--- src/rtl/tron_pkg.sv ---
// tron_pkg: shared direction, state and winner encodings plus screen geometry for the tron control slice.
package tron_pkg;
  typedef enum logic [2:0] {UP = 3'b000, DOWN = 3'b001, LEFT = 3'b010, RIGHT = 3'b011, STOP = 3'b100} player_dir_t;
  typedef enum logic [1:0] {IDLE = 2'd0, COUNTDOWN = 2'd1, PLAY = 2'd2, OVER = 2'd3} game_state_t;
  typedef enum logic [1:0] {WIN_NONE = 2'd0, WIN_P1 = 2'd1, WIN_P2 = 2'd2, WIN_DRAW = 2'd3} winner_t;
  localparam int SCREEN_ROWS = 600;
  localparam int SCREEN_COLS = 800;
  // Opposite pairs differ only in bit 0; STOP has no opposite.
  function automatic player_dir_t opposite(input player_dir_t d);
    return d == STOP ? STOP : player_dir_t'(d ^ 3'b001);
  endfunction
endpackage

--- src/rtl/tron_game_ctrl_if.sv ---
// tron_game_ctrl_if: raw player/scan inputs and per-frame control outputs of the game controller.
interface tron_game_ctrl_if;
  import tron_pkg::*;
  logic        start;
  logic [3:0]  p1_btn, p2_btn;
  logic [9:0]  row, col;
  logic        p1_crash, p2_crash;
  player_dir_t p1_info, p2_info;
  logic        dflt;
  game_state_t game_state;
  winner_t     winner;
  logic [3:0]  p1_score, p2_score;
  logic        frame_tick;
  modport master (
    output start, p1_btn, p2_btn, row, col, p1_crash, p2_crash,
    input  p1_info, p2_info, dflt, game_state, winner, p1_score, p2_score, frame_tick
  );
  modport slave (
    input  start, p1_btn, p2_btn, row, col, p1_crash, p2_crash,
    output p1_info, p2_info, dflt, game_state, winner, p1_score, p2_score, frame_tick
  );
endinterface

--- src/rtl/tron_game_ctrl_dir_latch.sv ---
// dir_latch: synchronizes one player's buttons and tracks pending vs. frame-committed direction.
module dir_latch
  import tron_pkg::*;
(
  input  logic        clock,
  input  logic        reset,
  input  logic [3:0]  btn_i,
  input  logic        en_i,
  input  logic        commit_i,
  input  logic        init_i,
  input  player_dir_t init_dir_i,
  output player_dir_t dir_o
);
  logic [3:0] meta_q, sync_q;
  player_dir_t pend_q, pend_d, dir_q, dir_d, dec;
  always_comb begin
    dec = sync_q == 4'b1000 ? UP :
          sync_q == 4'b0100 ? DOWN :
          sync_q == 4'b0010 ? LEFT :
          sync_q == 4'b0001 ? RIGHT : STOP;
    // Reversal is judged against what is on screen, not against the pending choice.
    pend_d = init_i ? init_dir_i :
             en_i && dec != STOP && dec != opposite(dir_q) ? dec : pend_q;
    dir_d = init_i ? init_dir_i : commit_i ? pend_q : dir_q;
  end
  always_ff @(posedge clock) begin
    if (reset) begin
      meta_q <= '0;
      sync_q <= '0;
      pend_q <= STOP;
      dir_q  <= STOP;
    end else begin
      meta_q <= btn_i;
      sync_q <= meta_q;
      pend_q <= pend_d;
      dir_q  <= dir_d;
    end
  end
  assign dir_o = dir_q;
endmodule

--- src/rtl/tron_game_ctrl.sv ---
// tron_game_ctrl: round FSM, frame tick, crash arbitration and scoring ahead of the draw stage.
module tron_game_ctrl
  import tron_pkg::*;
#(
  parameter int COUNT_FRAMES = 120,
  parameter int OVER_FRAMES  = 180,
  parameter int WIN_SCORE    = 5,
  parameter int LAST_ROW     = SCREEN_ROWS - 1,
  parameter int LAST_COL     = SCREEN_COLS - 1
) (
  input logic clock,
  input logic reset,
  tron_game_ctrl_if.slave bus
);
  game_state_t state_q, state_d;
  winner_t win_q, win_d;
  logic [15:0] cnt_q, cnt_d;
  logic [3:0] sc1_q, sc1_d, sc2_q, sc2_d;
  logic [2:0] st_q;
  logic tick_q, c1_q, c2_q;
  logic rise, play, crash1, crash2, any_crash, commit, init, match_done;
  player_dir_t p1_dir, p2_dir;
  assign rise       = st_q[1] & ~st_q[2];
  assign play       = state_q == PLAY;
  // A crash landing on the tick cycle itself still counts for this frame.
  assign crash1     = c1_q | bus.p1_crash;
  assign crash2     = c2_q | bus.p2_crash;
  assign any_crash  = crash1 | crash2;
  assign commit     = play & tick_q & ~any_crash;
  assign init       = state_d == PLAY && !play;
  assign match_done = sc1_q == 4'(WIN_SCORE) || sc2_q == 4'(WIN_SCORE);
  always_ff @(posedge clock) begin
    if (reset) begin
      state_q <= IDLE;
      cnt_q   <= '0;
      win_q   <= WIN_NONE;
      sc1_q   <= '0;
      sc2_q   <= '0;
      st_q    <= '0;
      tick_q  <= 1'b0;
      c1_q    <= 1'b0;
      c2_q    <= 1'b0;
    end else begin
      state_q <= state_d;
      cnt_q   <= cnt_d;
      win_q   <= win_d;
      sc1_q   <= sc1_d;
      sc2_q   <= sc2_d;
      st_q    <= {st_q[1:0], bus.start};
      tick_q  <= bus.row == 10'(LAST_ROW) && bus.col == 10'(LAST_COL);
      c1_q    <= play & ~tick_q & crash1;
      c2_q    <= play & ~tick_q & crash2;
    end
  end
  always_comb begin
    state_d = state_q;
    cnt_d   = cnt_q;
    win_d   = win_q;
    sc1_d   = sc1_q;
    sc2_d   = sc2_q;
    case (state_q)
      IDLE: if (rise) begin
        state_d = COUNTDOWN;
        cnt_d   = '0;
        if (match_done) begin
          sc1_d = '0;
          sc2_d = '0;
          win_d = WIN_NONE;
        end
      end
      COUNTDOWN: if (tick_q) begin
        state_d = cnt_q == 16'(COUNT_FRAMES - 1) ? PLAY : COUNTDOWN;
        cnt_d   = cnt_q == 16'(COUNT_FRAMES - 1) ? '0 : cnt_q + 16'd1;
      end
      PLAY: if (tick_q && any_crash) begin
        state_d = OVER;
        cnt_d   = '0;
        win_d   = crash1 && crash2 ? WIN_DRAW : crash1 ? WIN_P2 : WIN_P1;
        sc1_d   = crash2 && !crash1 ? sc1_q + 4'(sc1_q != 4'hf) : sc1_q;
        sc2_d   = crash1 && !crash2 ? sc2_q + 4'(sc2_q != 4'hf) : sc2_q;
      end
      default: if (tick_q) begin
        state_d = cnt_q != 16'(OVER_FRAMES - 1) ? OVER : match_done ? IDLE : COUNTDOWN;
        cnt_d   = cnt_q == 16'(OVER_FRAMES - 1) ? '0 : cnt_q + 16'd1;
      end
    endcase
  end
  always_comb begin
    bus.dflt       = state_q == IDLE || state_q == COUNTDOWN;
    bus.p1_info    = play ? p1_dir : STOP;
    bus.p2_info    = play ? p2_dir : STOP;
    bus.game_state = state_q;
    bus.winner     = win_q;
    bus.p1_score   = sc1_q;
    bus.p2_score   = sc2_q;
    bus.frame_tick = tick_q;
  end
  dir_latch u_p1 (
    .clock(clock), .reset(reset), .btn_i(bus.p1_btn), .en_i(play),
    .commit_i(commit), .init_i(init), .init_dir_i(RIGHT), .dir_o(p1_dir)
  );
  dir_latch u_p2 (
    .clock(clock), .reset(reset), .btn_i(bus.p2_btn), .en_i(play),
    .commit_i(commit), .init_i(init), .init_dir_i(LEFT), .dir_o(p2_dir)
  );
endmodule

--- src/flat_wrapper.sv ---
// flat-port wrapper written by rule: the top's interface ports become plain ports
module tron_game_ctrl_flat import tron_pkg::*;
#(
  parameter int COUNT_FRAMES = 120,
  parameter int OVER_FRAMES  = 180,
  parameter int WIN_SCORE    = 5,
  parameter int LAST_ROW     = SCREEN_ROWS - 1,
  parameter int LAST_COL     = SCREEN_COLS - 1
)
  (clock, reset, bus_start, bus_p1_btn, bus_p2_btn, bus_row, bus_col, bus_p1_crash, bus_p2_crash, bus_p1_info, bus_p2_info, bus_dflt, bus_game_state, bus_winner, bus_p1_score, bus_p2_score, bus_frame_tick);
  tron_game_ctrl_if bus_i ();
  input logic clock;
  input logic reset;
  input wire logic [$bits(bus_i.start)-1:0] bus_start;
  input wire logic [$bits(bus_i.p1_btn)-1:0] bus_p1_btn;
  input wire logic [$bits(bus_i.p2_btn)-1:0] bus_p2_btn;
  input wire logic [$bits(bus_i.row)-1:0] bus_row;
  input wire logic [$bits(bus_i.col)-1:0] bus_col;
  input wire logic [$bits(bus_i.p1_crash)-1:0] bus_p1_crash;
  input wire logic [$bits(bus_i.p2_crash)-1:0] bus_p2_crash;
  output wire logic [$bits(bus_i.p1_info)-1:0] bus_p1_info;
  output wire logic [$bits(bus_i.p2_info)-1:0] bus_p2_info;
  output wire logic [$bits(bus_i.dflt)-1:0] bus_dflt;
  output wire logic [$bits(bus_i.game_state)-1:0] bus_game_state;
  output wire logic [$bits(bus_i.winner)-1:0] bus_winner;
  output wire logic [$bits(bus_i.p1_score)-1:0] bus_p1_score;
  output wire logic [$bits(bus_i.p2_score)-1:0] bus_p2_score;
  output wire logic [$bits(bus_i.frame_tick)-1:0] bus_frame_tick;
  assign bus_i.start = bus_start;
  assign bus_i.p1_btn = bus_p1_btn;
  assign bus_i.p2_btn = bus_p2_btn;
  assign bus_i.row = bus_row;
  assign bus_i.col = bus_col;
  assign bus_i.p1_crash = bus_p1_crash;
  assign bus_i.p2_crash = bus_p2_crash;
  assign bus_p1_info = bus_i.p1_info;
  assign bus_p2_info = bus_i.p2_info;
  assign bus_dflt = bus_i.dflt;
  assign bus_game_state = bus_i.game_state;
  assign bus_winner = bus_i.winner;
  assign bus_p1_score = bus_i.p1_score;
  assign bus_p2_score = bus_i.p2_score;
  assign bus_frame_tick = bus_i.frame_tick;
  tron_game_ctrl #(.COUNT_FRAMES(COUNT_FRAMES), .OVER_FRAMES(OVER_FRAMES), .WIN_SCORE(WIN_SCORE), .LAST_ROW(LAST_ROW), .LAST_COL(LAST_COL)) u_core (.clock(clock), .reset(reset), .bus(bus_i));
endmodule
--- config.mk ---
export PLATFORM = sky130hd
export DESIGN_NAME = tron_game_ctrl_flat
export DESIGN_NICKNAME = d
export VERILOG_FILES = /design/src/rtl/tron_pkg.sv /design/src/rtl/tron_game_ctrl_if.sv /design/src/rtl/tron_game_ctrl_dir_latch.sv /design/src/rtl/tron_game_ctrl.sv /design/src/flat_wrapper.sv
export SDC_FILE = /design/constraint.sdc
export NUM_CORES = 1
export LEC_CHECK = 0
export CORE_MARGIN = 10
export CORE_UTILIZATION = 40
export CTS_BUF_LIST = sky130_fd_sc_hd__clkbuf_8
export DETAILED_ROUTE_END_ITERATION = 6
export GPL_ROUTABILITY_DRIVEN = 0
export PLACE_DENSITY_LB_ADDON = 0.05
export SLEW_MARGIN = 0
export SYNTH_ARGS = -nofsm -noshare
export SYNTH_HDL_FRONTEND = slang
export SYNTH_HIERARCHICAL = 1
export SYNTH_SLANG_ARGS = --single-unit
--- constraint.sdc ---
create_clock -name clock -period 2.5 [get_ports clock]
set_clock_uncertainty 0.2 [all_clocks]
set_input_delay 0.5 -clock clock [delete_from_list [all_inputs] [get_ports clock]]
set_output_delay 0.5 -clock clock [all_outputs]
set_load 0.03 [all_outputs]
==> flow_summary.json, run 1 <==
{
  "run_status": "completed",
  "place_area_um2": 3790,
  "vias": 2613,
  "synth_area_leaders": "dfxtp_1 40%, nor2b_1 5.6%, a22o_1 3.1%",
  "worst-r2r-setup-slack_ns": 0.25,
  "netlist.top_cell.by_area": "dfxtp_1",
  "critPathBufInv": 1,
  "p_leak_nw": 1.54,
  "area_delta_synth_final_pct": 26.8,
  "min_period_ns": 2.38,
  "worstSetupPathType": "flip-flop to primary output",
  "wl_per_cell_um": 14.1,
  "slew_violations": 0,
  "wl_met1_um": 3340,
  "die_area_um2": 11700,
  "synth_seq_cells": 62,
  "core.rowCount": 32,
  "power.total_w": 0.00192,
  "endpoint_kind": "primary output",
  "post-route-period-util_pct": 95.1,
  "path_clk_slew_ns": 0.06,
  "worstReg2RegEnd": "u_core/cnt_q[13]",
  "crit_family": "buffers and inverters",
  "worst_pin_slew_ns": 0.521,
  "multiInputGateArea_um2": 1770,
  "final_util_pct": 51.8,
  "hold_start": "u_core/u_p1/meta_q[3]",
  "max_cap_viol_count": 0,
  "fmax_mhz": 421,
  "start_util_pct": 40.9,
  "hold_viol_final": 0,
  "numCtsBuffers": 9,
  "min_path_cells": 1,
  "pre_cts_ws_ns": -0.0921,
  "vdd_ir_drop_max_v": 0.000253,
  "arrival_ns": 1.68,
  "cts.sinks": 62,
  "yosysWarnings": 6,
  "fp.coreArea_um2": 7650,
  "die_w_um": 108,
  "insertion_delay_ns": 0.34,
  "clk_path_buf_depth": 2,
  "drt_iter0_drc": 70,
  "timing.rr.start": "u_core/cnt_q[8]",
  "ys_seq_area_share_pct": 39.7,
  "async_reset_ff_share_pct": 0,
  "synth.distinct_cells": 55,
  "route.met2.wl_um": 3550,
  "synth_top_cells_by_count": "62 x dfxtp_1, 28 x nor2b_1, 21 x nor2_1",
  "drtAntennaViolNets": 0,
  "hold_path.class": "flip-flop to flip-flop",
  "relSlewSlack_pct": 65.3,
  "highest_layer": "met4",
  "register_area_um2": 1240,
  "root_buffer": "clkbuf_8",
  "grt_pass1_wl_um": 12200,
  "wl_met3_um": 266,
  "die_h_um": 108,
  "syn_area_um2": 3130,
  "crit_required_ns": 1.80,
  "hold_slack_ns": 0.236,
  "via_per_inst": 5.11,
  "final_cell_area_um2": 3960,
  "syn-instance-count": 340,
  "drive_gt1_share_pct": 13.2,
  "grt_util_all_layers_pct": 12.8,
  "hold_path_end": "u_core/u_p1/sync_q[3]",
  "post-synth-top-count-cell": "dfxtp_1",
  "fin_ws_ns": 0.123,
  "nets": 442,
  "fillCellCount": 754,
  "cp_slowest_cell": "clkdlybuf4s50_1",
  "pin_count": 53,
  "drc_errors": 0,
  "ys.flop_type": "dfxtp_1",
  "rsz0062_at_grt": "false",
  "drt-total-wl_um": 7210,
  "cp_cell_sequence": "clkdlybuf4s50_1",
  "power_density_nw_per_um2": 485,
  "drt_pass1_iterations": 4,
  "cts_tree": "yes",
  "setup_viol": 0,
  "antenna_found_initial": 0,
  "hpwl_um": 5290,
  "path_max_fanout": 9,
  "worstSetupStartpointType": "flip-flop",
  "grt_pass1_vias": 2626,
  "yosys.area.top_type_share_pct": 39.7,
  "diodes": 0,
  "slowest_delay_ns": 0.77,
  "io_buffer_count": 52,
  "post_synth.cell_area_avg_um2": 9.19,
  "grt-ovfl-total": 0,
  "r2r_cells": 5,
  "grt_max_degree": 36,
  "cts_max_level": 3,
  "synth_edf_count": 0
}
-- cells by family (layout without fill, tap and decap cells) --
kind of cell | Yosys count | in the layout | synth area share (%)
flops | 62 | 62 | 39.7
compound gates | 73 | 73 | 18.0
mux | 9 | 9 | 3.04
fa+ha+maj | 5 | 5 | 2.00
buf+inv | 29 | 92 | 4.32
simple gates | 149 | 149 | 29.6
xor+xnor | 11 | 11 | 3.08
other cells | 2 | 8 | 0.240
-- worst register-to-register path: cells and delay by family (launching register included) --
| family | cells | cell delay, ns |
|---|---|---|
| and+or+nand+nor | 2 | 0.88 |
| AOI/OAI and AO/OA | 3 | 0.70 |
| DFF | 1 | 0.35 |
-- metrics by stage --
step / setup TNS, ns / std cells
6_report: 0 / 511
3_3_place_gp: -0.329 / 495
4_1_cts: 0 / 511
2_1_floorplan: 0 / 346
5_1_grt: 0 / 511
3_5_place_dp: -0.684 / 495
-- flip-flops by register name, summed over array words and instances (netlist names) --
| register | cells |
|---|---|
| u_core/bus.frame_tick | 1 |
| u_core/bus.game_state | 2 |
| u_core/bus.p1_score | 4 |
| u_core/bus.p2_score | 4 |
| u_core/bus.winner | 2 |
| u_core/c1_q | 1 |
| u_core/c2_q | 1 |
| u_core/cnt_q | 16 |
| u_core/st_q | 3 |
| u_core/u_p1/dir_o | 3 |
| u_core/u_p1/meta_q | 4 |
| u_core/u_p1/pend_q | 3 |
| u_core/u_p1/sync_q | 4 |
| u_core/u_p2/dir_o | 3 |
| u_core/u_p2/meta_q | 4 |
| u_core/u_p2/pend_q | 3 |
| u_core/u_p2/sync_q | 4 |
-- per-layer routing --
| metal | up-vias | GRT usage (%) |
|---|---|---|
| li1 | 1360 | - |
| met1 | 1209 | 14.4 |
| met2 | 38 | 22.4 |
| met3 | 6 | 3.93 |
| met4 | 0 | 4.14 |
| met5 | - | 0 |
-- final cells by class --
type	instances	area share [%]
Multi-Input combinational cell	255	44.7
Sequential cell	62	31.4
Timing Repair Buffer	64	15.3
Clock buffer	10	3.47
Tap cell	102	3.22
Inverter	12	1.14
Clock inverter	6	0.758
-- where the power goes --
group	switching (W)	total (W)	internal (W)
Sequential	0.0000123	0.00101	0.00100
Combinational	0.0000588	0.000151	0.0000922
Clock	0.000381	0.000755	0.000374
Total	0.000452	0.00192	0.00147
-- worst max path at each step --
stage / cells after the start / slack [ns] / endpoint / start
finish: 1 / 0.12 / bus_frame_tick / u_core/bus.frame_tick
global route: 5 / 0.02 / u_core/cnt_q[12] / u_core/cnt_q[8]
CTS: 1 / 0.10 / bus_frame_tick / u_core/bus.frame_tick
detailed placement: 7 / -0.09 / u_core/cnt_q[3] / bus_p1_crash
global placement: 7 / -0.04 / u_core/cnt_q[3] / bus_p1_crash
floorplan: 6 / 0.21 / u_core/u_p1/dir_o[0] / u_core/bus.game_state[1]
-- timing repair --
item | in CTS | in global routing
hold buffers | 0 | 0
setup buffers | 0 | 0
setup endpoints to repair | 0 | 1
resized for setup | 0 | 1
-- cell usage in the layout, fill, tap and decap left out, drive strengths merged, types with 6 or more instances in the layout --
master,Yosys,layout
and3,6,6
clkdlybuf4s50,0,46
nor2b,28,28
inv,12,14
clkbuf,10,10
nand4,6,6
o21a,7,7
a22o,11,11
dfxtp,62,62
a21oi,15,15
and2,10,10
nand2,9,9
nor4,10,10
o21ai,19,19
nor2,21,21
buf,7,18
xnor2,7,7
nand2b,13,13
nand3,12,12
conb,2,8
Note: power is estimated with default switching activity, not from simulation.
==> run 2, diff against run 1 <==
--- a/config.mk
+++ b/config.mk
@@ -5,6 +5,7 @@
 export SDC_FILE = /design/constraint.sdc
 export NUM_CORES = 1
 export LEC_CHECK = 0
+export CORE_ASPECT_RATIO = 0.5
 export CORE_MARGIN = 10
 export CORE_UTILIZATION = 40
 export CTS_BUF_LIST = sky130_fd_sc_hd__clkbuf_8
==> constraint.sdc (replaced) <==
create_clock -name clock -period 2.5 [get_ports clock]
set_clock_uncertainty 0.2 [all_clocks]
set_input_delay 0.75 -clock clock [delete_from_list [all_inputs] [get_ports clock]]
set_output_delay 0.75 -clock clock [all_outputs]
set_load 0.03 [all_outputs]
==> flow_summary.json, run 2 (synthesized netlist as in run 1, its figures left out) <==
{
  "slew_violations": 0,
  "multiInputGateArea_um2": 1790,
  "via_per_inst": 5.05,
  "grt-ovfl-total": 0,
  "root_buffer": "clkbuf_8",
  "grt_pass1_vias": 2573,
  "hold_viol_final": 0,
  "ctsHoldBuffers": 0,
  "hpwl_um": 5610,
  "insertion_delay_ns": 0.35,
  "power.total_w": 0.00236,
  "arrival_ns": 1.48,
  "worstSetupStartpointType": "flip-flop",
  "hold_path.class": "flip-flop to flip-flop",
  "grt_max_degree": 29,
  "numCtsBuffers": 9,
  "register_area_um2": 1240,
  "grt_pass1_wl_um": 12600,
  "path_max_fanout": 6,
  "cp_cell_sequence": "clkdlybuf4s50_1",
  "nets": 451,
  "critical_path.endpoint": "bus_p1_score[1]",
  "critPathBufInv": 1,
  "io_buffer_count": 52,
  "drtAntennaViolNets": 0,
  "r2r_cells": 9,
  "pin_count": 53,
  "clkPwrFrac_pct": 50.3,
  "fp.coreArea_um2": 7460,
  "grt_util_all_layers_pct": 13.0,
  "post-route-period-util_pct": 97.1,
  "relSlewSlack_pct": 64.5,
  "layout_commonest_cell": "dfxtp_1",
  "sw_frac_of_total_pct": 20.1,
  "final_cell_area_um2": 4190,
  "crit_cells": 1,
  "die_area_um2": 12000,
  "max_cap_viol_count": 0,
  "largest_reg_flops": 16,
  "p_comb_share_pct": 6.8,
  "drt-total-wl_um": 7660,
  "p_leak_nw": 1.67,
  "vdd_ir_drop_max_v": 0.000351,
  "fin_tns_setup_ns": 0,
  "vias": 2658,
  "path_clk_slew_ns": 0.07,
  "fmax_mhz": 412,
  "wl_per_cell_um": 14.6,
  "timing.rr.start": "u_core/cnt_q[0]",
  "power_frac_seq_pct": 42.9,
  "final_cell_mix": "62 x dfxtp_1, 42 x clkdlybuf4s50_1, 28 x nor2b_1, 23 x buf_4, 21 x nor2_1",
  "crit_start": "u_core/bus.p1_score[1]",
  "die_w_um": 145,
  "rsz0062_at_grt": "false",
  "cts_tree": "yes",
  "cts.sinks": 62,
  "fillCellCount": 666,
  "setup_viol": 0,
  "min_period_ns": 2.43,
  "area_delta_synth_final_pct": 34.1,
  "cp_slowest_cell": "clkdlybuf4s50_1",
  "worst-r2r-setup-slack_ns": 0.23,
  "worst_pin_slew_ns": 0.528,
  "drive_gt1_share_pct": 16.0,
  "drt_pass1_iterations": 4,
  "power_density_nw_per_um2": 564,
  "antenna_found_initial": 0,
  "p_switching_w": 0.000475,
  "crit_required_ns": 1.55,
  "worstSetupPathType": "flip-flop to primary output",
  "internal-power_w": 0.00189,
  "drc_errors": 0,
  "endpoint_kind": "primary output",
  "crit_family": "buffers and inverters",
  "drt_iter0_drc": 119,
  "slowest_delay_ns": 0.71,
  "largest_register": "u_core/cnt_q",
  "die_h_um": 82.5,
  "diodes": 0,
  "start_util_pct": 41.9,
  "cts_max_level": 3,
  "place_area_um2": 3870,
  "worstReg2RegEnd": "u_core/u_p1/pend_q[1]",
  "clk_path_buf_depth": 2,
  "core.rowCount": 22,
  "run_status": "completed"
}
==> run 2: cell type report <==
type                    count  share of cell area, %
clock buffers              10                   3.28
clock inverters             6                   3.17
well taps                 108                   3.22
flip-flops and latches     62                   29.6
inverters                  12                   1.16
repair inverters            1                  0.119
multi-input cells         255                   42.7
repair buffers             72                   16.7
==> run 2: per-stage QoR <==
stage                     instances  setup slack (ns)  util [%]  hold slack [ns]
final                           526            0.0724      56.2            0.236
after global routing            526           0.00307      56.2            0.257
after CTS                       525            0.0134      55.8            0.237
after detailed placement        507            -0.311      51.9            0.220
after global placement          507            -0.267      51.9            0.221
after floorplan                 346             0.112         -            0.214
==> run 2: metal layers <==
| layer | part of all wire [%] | vias up | global-route usage, % |
|---|---|---|---|
| met5 | 0 | - | 0 |
| met3 | 3.7 | 11 | 4.56 |
| met4 | 1.3 | 0 | 4.96 |
| li1 | - | 1377 | - |
| met2 | 49 | 42 | 22.3 |
| met1 | 46 | 1228 | 15.1 |
==> run 2: timing repair <==
| action | CTS | global route |
|---|---|---|
| gates resized for setup | 3 | 6 |
| setup buffers | 1 | 1 |
| setup endpoints to repair | 6 | 16 |
| gates cloned | 1 | 0 |
| pin swaps | 0 | 2 |
==> run 2: worst min-delay path by stage <==
| stage | cells past startpoint | to | slack [ns] | start |
|---|---|---|---|---|
| after floorplan | 1 | u_core/st_q[1] | 0.21 | u_core/st_q[0] |
| final | 1 | u_core/u_p2/sync_q[1] | 0.24 | u_core/u_p2/meta_q[1] |
| after global routing | 1 | u_core/u_p2/sync_q[2] | 0.26 | u_core/u_p2/meta_q[2] |
| after detailed placement | 1 | u_core/u_p2/sync_q[1] | 0.22 | u_core/u_p2/meta_q[1] |
| after global placement | 1 | u_core/u_p2/sync_q[1] | 0.22 | u_core/u_p2/meta_q[1] |
| after CTS | 1 | u_core/u_p2/sync_q[1] | 0.24 | u_core/u_p2/meta_q[1] |
==> run 2: power by group through the flow <==
stage                     registers [W]   logic, W  clock network, W
after floorplan                 0.00103  0.0000830                 0
after global placement          0.00104   0.000153                 0
final                           0.00101   0.000161           0.00119
after CTS                       0.00101   0.000158           0.00121
after global routing            0.00102   0.000177           0.00126
after detailed placement        0.00104   0.000158                 0
==> run 3, diff against run 2 <==
--- a/config.mk
+++ b/config.mk
@@ -9,6 +9,7 @@
 export CORE_MARGIN = 10
 export CORE_UTILIZATION = 40
 export CTS_BUF_LIST = sky130_fd_sc_hd__clkbuf_8
+export CTS_CLUSTER_DIAMETER = 60
 export DETAILED_ROUTE_END_ITERATION = 6
 export GPL_ROUTABILITY_DRIVEN = 0
 export PLACE_DENSITY_LB_ADDON = 0.05
==> results of run 3 <==
Final layout, timing and power as in run 2 (identical DEF).
